**src/rtl/token_classifier.sv**
```systemverilog
// Word assembler and classifier behind the tokenizer: collects characters into words, tags each
// as WORD or NUM (decimal, 0x hex, 0b binary, optional leading '-'), and emits EOL tokens.
module token_classifier #(
  parameter int unsigned DATA_WIDTH  = 8,
  parameter int unsigned VALUE_WIDTH = 32,
  parameter int unsigned MAX_CHARS   = 16,
  localparam int unsigned LEN_WIDTH  = $clog2(MAX_CHARS + 1)
) (
  input  logic                            i_clk,
  input  logic                            i_rst,
  input  logic                            i_en,
  input  logic [DATA_WIDTH-1:0]           i_data,
  input  logic                            i_data_ready,
  input  logic                            i_eol,
  input  logic                            i_wc,
  output logic                            o_next,
  output logic                            o_tok_valid,
  input  logic                            i_tok_ready,
  output logic [1:0]                      o_tok_type,
  output logic [VALUE_WIDTH-1:0]          o_tok_value,
  output logic [LEN_WIDTH-1:0]            o_tok_len,
  output logic [MAX_CHARS*DATA_WIDTH-1:0] o_tok_chars,
  output logic                            o_tok_trunc
);

  localparam logic [1:0] ST_COLLECT   = 2'd0;
  localparam logic [1:0] ST_EMIT_WORD = 2'd1;
  localparam logic [1:0] ST_EMIT_EOL  = 2'd2;

  localparam logic [1:0] TYPE_WORD = 2'd0;
  localparam logic [1:0] TYPE_NUM  = 2'd1;
  localparam logic [1:0] TYPE_EOL  = 2'd2;

  localparam logic [1:0] RADIX_DEC = 2'd0;
  localparam logic [1:0] RADIX_HEX = 2'd1;
  localparam logic [1:0] RADIX_BIN = 2'd2;

  logic [1:0]                      state_q, state_d;
  logic [MAX_CHARS*DATA_WIDTH-1:0] word_q, word_d;
  logic [LEN_WIDTH-1:0]            len_q, len_d;
  logic [VALUE_WIDTH-1:0]          acc_q, acc_d;
  logic [1:0]                      radix_q, radix_d;
  logic                            trunc_q, trunc_d;
  logic                            eol_pend_q, eol_pend_d;
  logic                            neg_q, neg_d;
  logic                            digit_q, digit_d;
  logic                            bad_q, bad_d;
  logic                            prev_ready_q, prev_ready_d;

  logic                   take;
  logic                   is_dec, is_hex_alpha, legal;
  logic [3:0]             digit;
  logic [VALUE_WIDTH-1:0] acc_scaled;
  logic                   is_num, emit_word, emit_eol;

  assign take = i_en && (state_q == ST_COLLECT) && i_data_ready && !prev_ready_q;

  assign is_dec       = (i_data >= 8'h30) && (i_data <= 8'h39);
  assign is_hex_alpha = ((i_data >= 8'h61) && (i_data <= 8'h66)) ||
                        ((i_data >= 8'h41) && (i_data <= 8'h46));
  // ASCII low nibble is the digit for 0-9 and value-9 for a-f/A-F
  assign digit        = is_dec ? i_data[3:0] : i_data[3:0] + 4'd9;

  always_comb begin
    legal      = 1'b0;
    acc_scaled = '0;
    unique case (radix_q)
      RADIX_HEX: begin
        legal      = is_dec || is_hex_alpha;
        acc_scaled = acc_q << 4;
      end
      RADIX_BIN: begin
        legal      = (i_data == 8'h30) || (i_data == 8'h31);
        acc_scaled = acc_q << 1;
      end
      default: begin
        legal      = is_dec;
        acc_scaled = (acc_q << 3) + (acc_q << 1);
      end
    endcase
  end

  always_comb begin
    state_d      = state_q;
    word_d       = word_q;
    len_d        = len_q;
    acc_d        = acc_q;
    radix_d      = radix_q;
    trunc_d      = trunc_q;
    eol_pend_d   = eol_pend_q;
    neg_d        = neg_q;
    digit_d      = digit_q;
    bad_d        = bad_q;
    prev_ready_d = i_en ? i_data_ready : prev_ready_q;

    if (i_en) begin
      unique case (state_q)
        ST_COLLECT: begin
          if (take) begin
            if (i_eol) begin
              if (len_q != '0) begin
                state_d    = ST_EMIT_WORD;
                eol_pend_d = 1'b1;
              end else begin
                state_d    = ST_EMIT_EOL;
              end
            end else if (i_wc) begin
              if (len_q != '0) state_d = ST_EMIT_WORD;
            end else begin
              if (len_q < LEN_WIDTH'(MAX_CHARS)) begin
                word_d[int'(len_q)*DATA_WIDTH +: DATA_WIDTH] = i_data;
                len_d = len_q + 1'b1;
              end else begin
                trunc_d = 1'b1;
              end
              if ((len_q == '0) && (i_data == 8'h2D)) begin
                neg_d = 1'b1;
              end else if ((len_q == LEN_WIDTH'(1)) && (word_q[7:0] == 8'h30) &&
                           ((i_data == 8'h78) || (i_data == 8'h58))) begin
                radix_d = RADIX_HEX;
                acc_d   = '0;
                digit_d = 1'b0;
              end else if ((len_q == LEN_WIDTH'(1)) && (word_q[7:0] == 8'h30) &&
                           ((i_data == 8'h62) || (i_data == 8'h42))) begin
                radix_d = RADIX_BIN;
                acc_d   = '0;
                digit_d = 1'b0;
              end else if (legal) begin
                acc_d   = acc_scaled + VALUE_WIDTH'(digit);
                digit_d = 1'b1;
              end else begin
                bad_d   = 1'b1;
              end
            end
          end
        end
        ST_EMIT_WORD: begin
          if (i_tok_ready) begin
            state_d    = eol_pend_q ? ST_EMIT_EOL : ST_COLLECT;
            word_d     = '0;
            len_d      = '0;
            acc_d      = '0;
            radix_d    = RADIX_DEC;
            trunc_d    = 1'b0;
            eol_pend_d = 1'b0;
            neg_d      = 1'b0;
            digit_d    = 1'b0;
            bad_d      = 1'b0;
          end
        end
        ST_EMIT_EOL: begin
          if (i_tok_ready) state_d = ST_COLLECT;
        end
        default: state_d = ST_COLLECT;
      endcase
    end
  end

  always_ff @(posedge i_clk or posedge i_rst) begin
    if (i_rst) begin
      state_q      <= ST_COLLECT;
      word_q       <= '0;
      len_q        <= '0;
      acc_q        <= '0;
      radix_q      <= RADIX_DEC;
      trunc_q      <= 1'b0;
      eol_pend_q   <= 1'b0;
      neg_q        <= 1'b0;
      digit_q      <= 1'b0;
      bad_q        <= 1'b0;
      prev_ready_q <= 1'b0;
    end else begin
      state_q      <= state_d;
      word_q       <= word_d;
      len_q        <= len_d;
      acc_q        <= acc_d;
      radix_q      <= radix_d;
      trunc_q      <= trunc_d;
      eol_pend_q   <= eol_pend_d;
      neg_q        <= neg_d;
      digit_q      <= digit_d;
      bad_q        <= bad_d;
      prev_ready_q <= prev_ready_d;
    end
  end

  assign emit_word = (state_q == ST_EMIT_WORD);
  assign emit_eol  = (state_q == ST_EMIT_EOL);
  assign is_num    = digit_q && !bad_q && !trunc_q;

  assign o_next      = i_en && (state_q == ST_COLLECT);
  assign o_tok_valid = emit_word || emit_eol;
  assign o_tok_type  = emit_eol ? TYPE_EOL : ((emit_word && is_num) ? TYPE_NUM : TYPE_WORD);
  assign o_tok_value = (emit_word && is_num) ? (neg_q ? -acc_q : acc_q) : '0;
  assign o_tok_len   = emit_word ? len_q : '0;
  assign o_tok_chars = emit_word ? word_q : '0;
  assign o_tok_trunc = emit_word && trunc_q;

endmodule

```
**config.mk**
```make
export PLATFORM = sky130hd
export DESIGN_NAME = token_classifier
export DESIGN_NICKNAME = d
export VERILOG_FILES = /design/src/rtl/token_classifier.sv
export SDC_FILE = /design/constraint.sdc
export NUM_CORES = 1
export LEC_CHECK = 0
export ABC_AREA = 1
export ABC_CLOCK_PERIOD_IN_PS = 6600
export CAP_MARGIN = 20
export CORE_ASPECT_RATIO = 1.5
export CORE_MARGIN = 4
export CORE_UTILIZATION = 57
export CTS_CLUSTER_SIZE = 25
export DETAILED_ROUTE_END_ITERATION = 12
export HOLD_SLACK_MARGIN = 0.05
export PLACE_DENSITY = 0.83
export SYNTH_ARGS = -nofsm -noshare
export SYNTH_HDL_FRONTEND = slang
export SYNTH_SLANG_ARGS = --single-unit
```
**constraint.sdc**
```tcl
create_clock -name i_clk -period 6.6 [get_ports i_clk]
set_clock_uncertainty 0.1 [all_clocks]
set_input_delay 1.32 -clock i_clk [delete_from_list [all_inputs] [get_ports i_clk]]
set_output_delay 1.32 -clock i_clk [all_outputs]
set_load 0.005 [all_outputs]
```
==> impl_metrics.yaml <==
job:
  cap_violations: 0
synthesis:
  syn-num-nets: 2134
  synthesis.area_sq_um: 13300
  synth.avg_cell_area_sq_um: 6.44
  synthCells: 2072
  synth_seq_cells: 175
  synth_edf_count: 0
  synthFlopType: "dfrtp_1"
  async_reset_ff_share_pct: 100
  ys_types: 55
  ys_seq_area_share_pct: 32.8
  synth_warnings: 0
worst_setup_path:
  crit_required_ps: 5180
  critical_path_class: "reg2out"
  r2r_slack_ps: 2250
  crit_end: "o_tok_value[19]"
  reg2reg_depth: 14
  reg2reg_to: "word_q[1]$_DFFE_PP0P_"
  cp_max_fo: 57
  start_kind: "flop"
  worstReg2RegStart: "state_q[1]$_DFFE_PP0P_"
  critical-path-top-delay-family: "buffers and inverters"
  critPathSlowestCell: "nor4_2"
  slowest_delay_ps: 740
  critical_path.startpoint: "state_q[1]$_DFFE_PP0P_"
  worst-path-buf-inv: 4
  crit_top_cell: "inv_1"
  crit_arrival_ps: 4000
  path_cells: "inv_1 > ha_4 > inv_1 > nor4_2 > inv_1 > nor3_1 > clkdlybuf4s50_1"
  cp-end-kind: "primary output"
  worstSetupPathDepth: 7
cells_and_area:
  syn_to_final_growth_pct: 19.0
  fin_nets: 2265
  stdcell_area_sq_um: 15900
  drive_gt1_share_pct: 5.42
power:
  intPower_mw: 2.94
  p_sw_mw: 3.42
  p_comb_share_pct: 60.0
  p_leak_nw: 8.40
  peakVddDrop_mv: 0.216
  p_clk_share_pct: 15.9
  finalPower_mw: 6.36
  seqPwrFrac_pct: 24.1
  swShare_pct: 53.7
  power.density_nw_per_um2: 400
global_route:
  grt_pass1_vias: 14239
  grt_pass1_wl_um: 73000
  grt_use_total_pct: 35.3
  grt_max_degree: 176
  globalRouteOverflowTotal: 0
  antenna_found_initial: 3
floorplanning:
  start_util_pct: 57.9
  core_sq_um: 23100
  num_io_pins: 185
  rows: 68
  dieArea_sq_um: 26000
  dieWidth_um: 133
  die_y_um: 195
clock_network:
  cts_hold_buf: 0
  clock-root-buffer: "clkbuf_16"
  htreeDepth: 4
  cts_resized: 0
  cts_num_sinks: 175
  postCtsSetupBuffers: 0
  worstSkewPairLatency_ps: 440
  cts-buffers-inserted: 17
  clockBufferDepth: 2
  cts.clk_slew.worst_paths_ps: 70
  cts_tree: "yes"
timing:
  slew_violations: 0
  min_period_ps: 5420
  max-slew-margin-rel_pct: 31.3
  post-route-period-util_pct: 82.1
  setup-tns-final_ps: 0
  finalHoldViolations: 0
  fmax_mhz: 184
  tightest_slew_ps: 1030
  rsz0062_at_grt: "no"
  setup_viol: 0
routing:
  wirelength_um: 46100
  final_antenna_net_count: 0
  first_pass_iters: 6
  viasPerCell: 5.61
  wire_per_inst_um: 18.2
  drc: 0
  num_vias: 14216
  drt_iter0_drc: 1041
placement:
  gp_congestion: 0.987
  dpl.hpwl_um: 35500
  place_area_sq_um: 15300
  port_buffers: 184
outcome:
  status: "completed"
worst_hold_path:
  hp-class: "reg2reg"
## final cells by class
class	count	area [sq um]
inverters	378	1420
well taps	315	394
fillers	2064	7180
repair buffers	189	1890
clock inverters	14	143
flip-flops and latches	175	4380
clock buffers	18	429
multi-input cells	1442	7210
diodes	2	5.00
## how the worst min path moves through the flow
stage / cells after the start / slack (ps) / from / to
2_1_floorplan: 2 / 350 / eol_pend_q$_DFFE_PP0P_ / eol_pend_q$_DFFE_PP0P_
3_3_place_gp: 2 / 370 / eol_pend_q$_DFFE_PP0P_ / eol_pend_q$_DFFE_PP0P_
3_5_place_dp: 2 / 380 / eol_pend_q$_DFFE_PP0P_ / eol_pend_q$_DFFE_PP0P_
4_1_cts: 2 / 400 / eol_pend_q$_DFFE_PP0P_ / eol_pend_q$_DFFE_PP0P_
5_1_grt: 2 / 430 / word_q[81]$_DFFE_PP0P_ / word_q[81]$_DFFE_PP0P_
6_report: 2 / 400 / eol_pend_q$_DFFE_PP0P_ / eol_pend_q$_DFFE_PP0P_
## cell usage after synthesis (all sizes together), types with 2 or more instances
cell    instances  area (sq um)
nand2         596          2300
o221ai         16           140
o21a            3          22.5
o211ai          4          30.0
ha             45           563
clkinv          2          7.51
or2             6          37.5
inv           376          1410
and3            2          12.5
nand4          27           175
fa              2          40.0
buf            31           174
nor2          158           719
nor3           33           175
o31ai           2          15.0
nor3b           2          15.0
clkbuf         46           173
dfrtp         175          4380
nor4            4          25.0
and2            8          50.1
o21ai         197           993
o32ai           2          17.5
nand3         222          1180
a31oi           6          37.5
a21oi          61           309
nand3b          6          45.0
o22ai          21           131
xnor2           5          43.8
xor2            5          43.8
## registers in the layout (all words and copies together) (netlist names)
name,cells
bad_q,1
neg_q,1
eol_pend_q,1
digit_q,1
state_q,2
prev_ready_q,1
word_q,128
acc_q,32
trunc_q,1
len_q,5
radix_q,2
## through the flow
stage / std cells / util [%] / setup WS, ps / hold WS, ps
global placement: 2499 / 66.4 / 1380 / 371
detailed placement: 2499 / 66.4 / 1190 / 378
global route: 2531 / 68.8 / 1080 / 435
floorplan: 2072 / - / 435 / 353
CTS: 2531 / 68.8 / 1260 / 395
finish: 2533 / 68.9 / 1180 / 397
## layout by cell type (no fill, tap or decap), drive strengths merged, types with 3 or more instances in the layout
| master | netlist | final |
|---|---|---|
| o22ai | 21 | 21 |
| nand4 | 27 | 27 |
| nor2 | 158 | 158 |
| buf | 31 | 5 |
| nor4 | 4 | 4 |
| xor2 | 5 | 5 |
| dfrtp | 175 | 175 |
| nand3 | 222 | 222 |
| ha | 45 | 45 |
| inv | 376 | 378 |
| clkinv | 2 | 12 |
| clkdlybuf4s50 | 0 | 184 |
| nand3b | 6 | 6 |
| o221ai | 16 | 16 |
| nand2 | 596 | 596 |
| a21oi | 61 | 61 |
| o21a | 3 | 3 |
| clkbuf | 46 | 18 |
| o21ai | 197 | 197 |
| nor3 | 33 | 33 |
| and2 | 8 | 8 |
| xnor2 | 5 | 5 |
| or2 | 6 | 6 |
| a31oi | 6 | 6 |
| o211ai | 4 | 4 |
## layer usage
metal / share of wire [%] / vias up / routed length [um] / global-route usage, %
met5: 0 / - / 0 / 0
met4: 7.9 / 0 / 3640 / 25.3
met3: 5.5 / 176 / 2560 / 5.82
met2: 53 / 598 / 24300 / 64.4
met1: 34 / 6578 / 15700 / 36.0
li1: - / 6864 / - / -
## tightest hold or removal path: cells and delay by family (launching register included)
family / cells / cell delay [ps]
and+or+nand+nor: 1 / 50
AOI/OAI and AO/OA: 1 / 60
DFF: 1 / 350
## power by group through the flow
stage | Clock (mW) | Sequential, mW | Combinational [mW]
after global placement | 0 | 1.53 | 3.69
after floorplan | 0 | 1.42 | 2.79
final | 1.01 | 1.53 | 3.82
after CTS | 1.01 | 1.52 | 3.77
after detailed placement | 0 | 1.54 | 3.75
after global routing | 1.07 | 1.55 | 4.24
## kinds of logic (layout without fill, tap and decap cells)
group / Yosys count / after routing / synth area share [%]
XOR/XNOR: 10 / 10 / 0.657
adder cells (fa/ha/maj): 47 / 47 / 4.52
AO/OA/AOI/OAI: 321 / 321 / 13.3
AND/OR/NAND/NOR: 1064 / 1064 / 35.5
flip-flops: 175 / 175 / 32.8
buffers and inverters: 455 / 599 / 13.2
other: 0 / 2 / 0
Note: power is estimated with default switching activity, not from simulation.
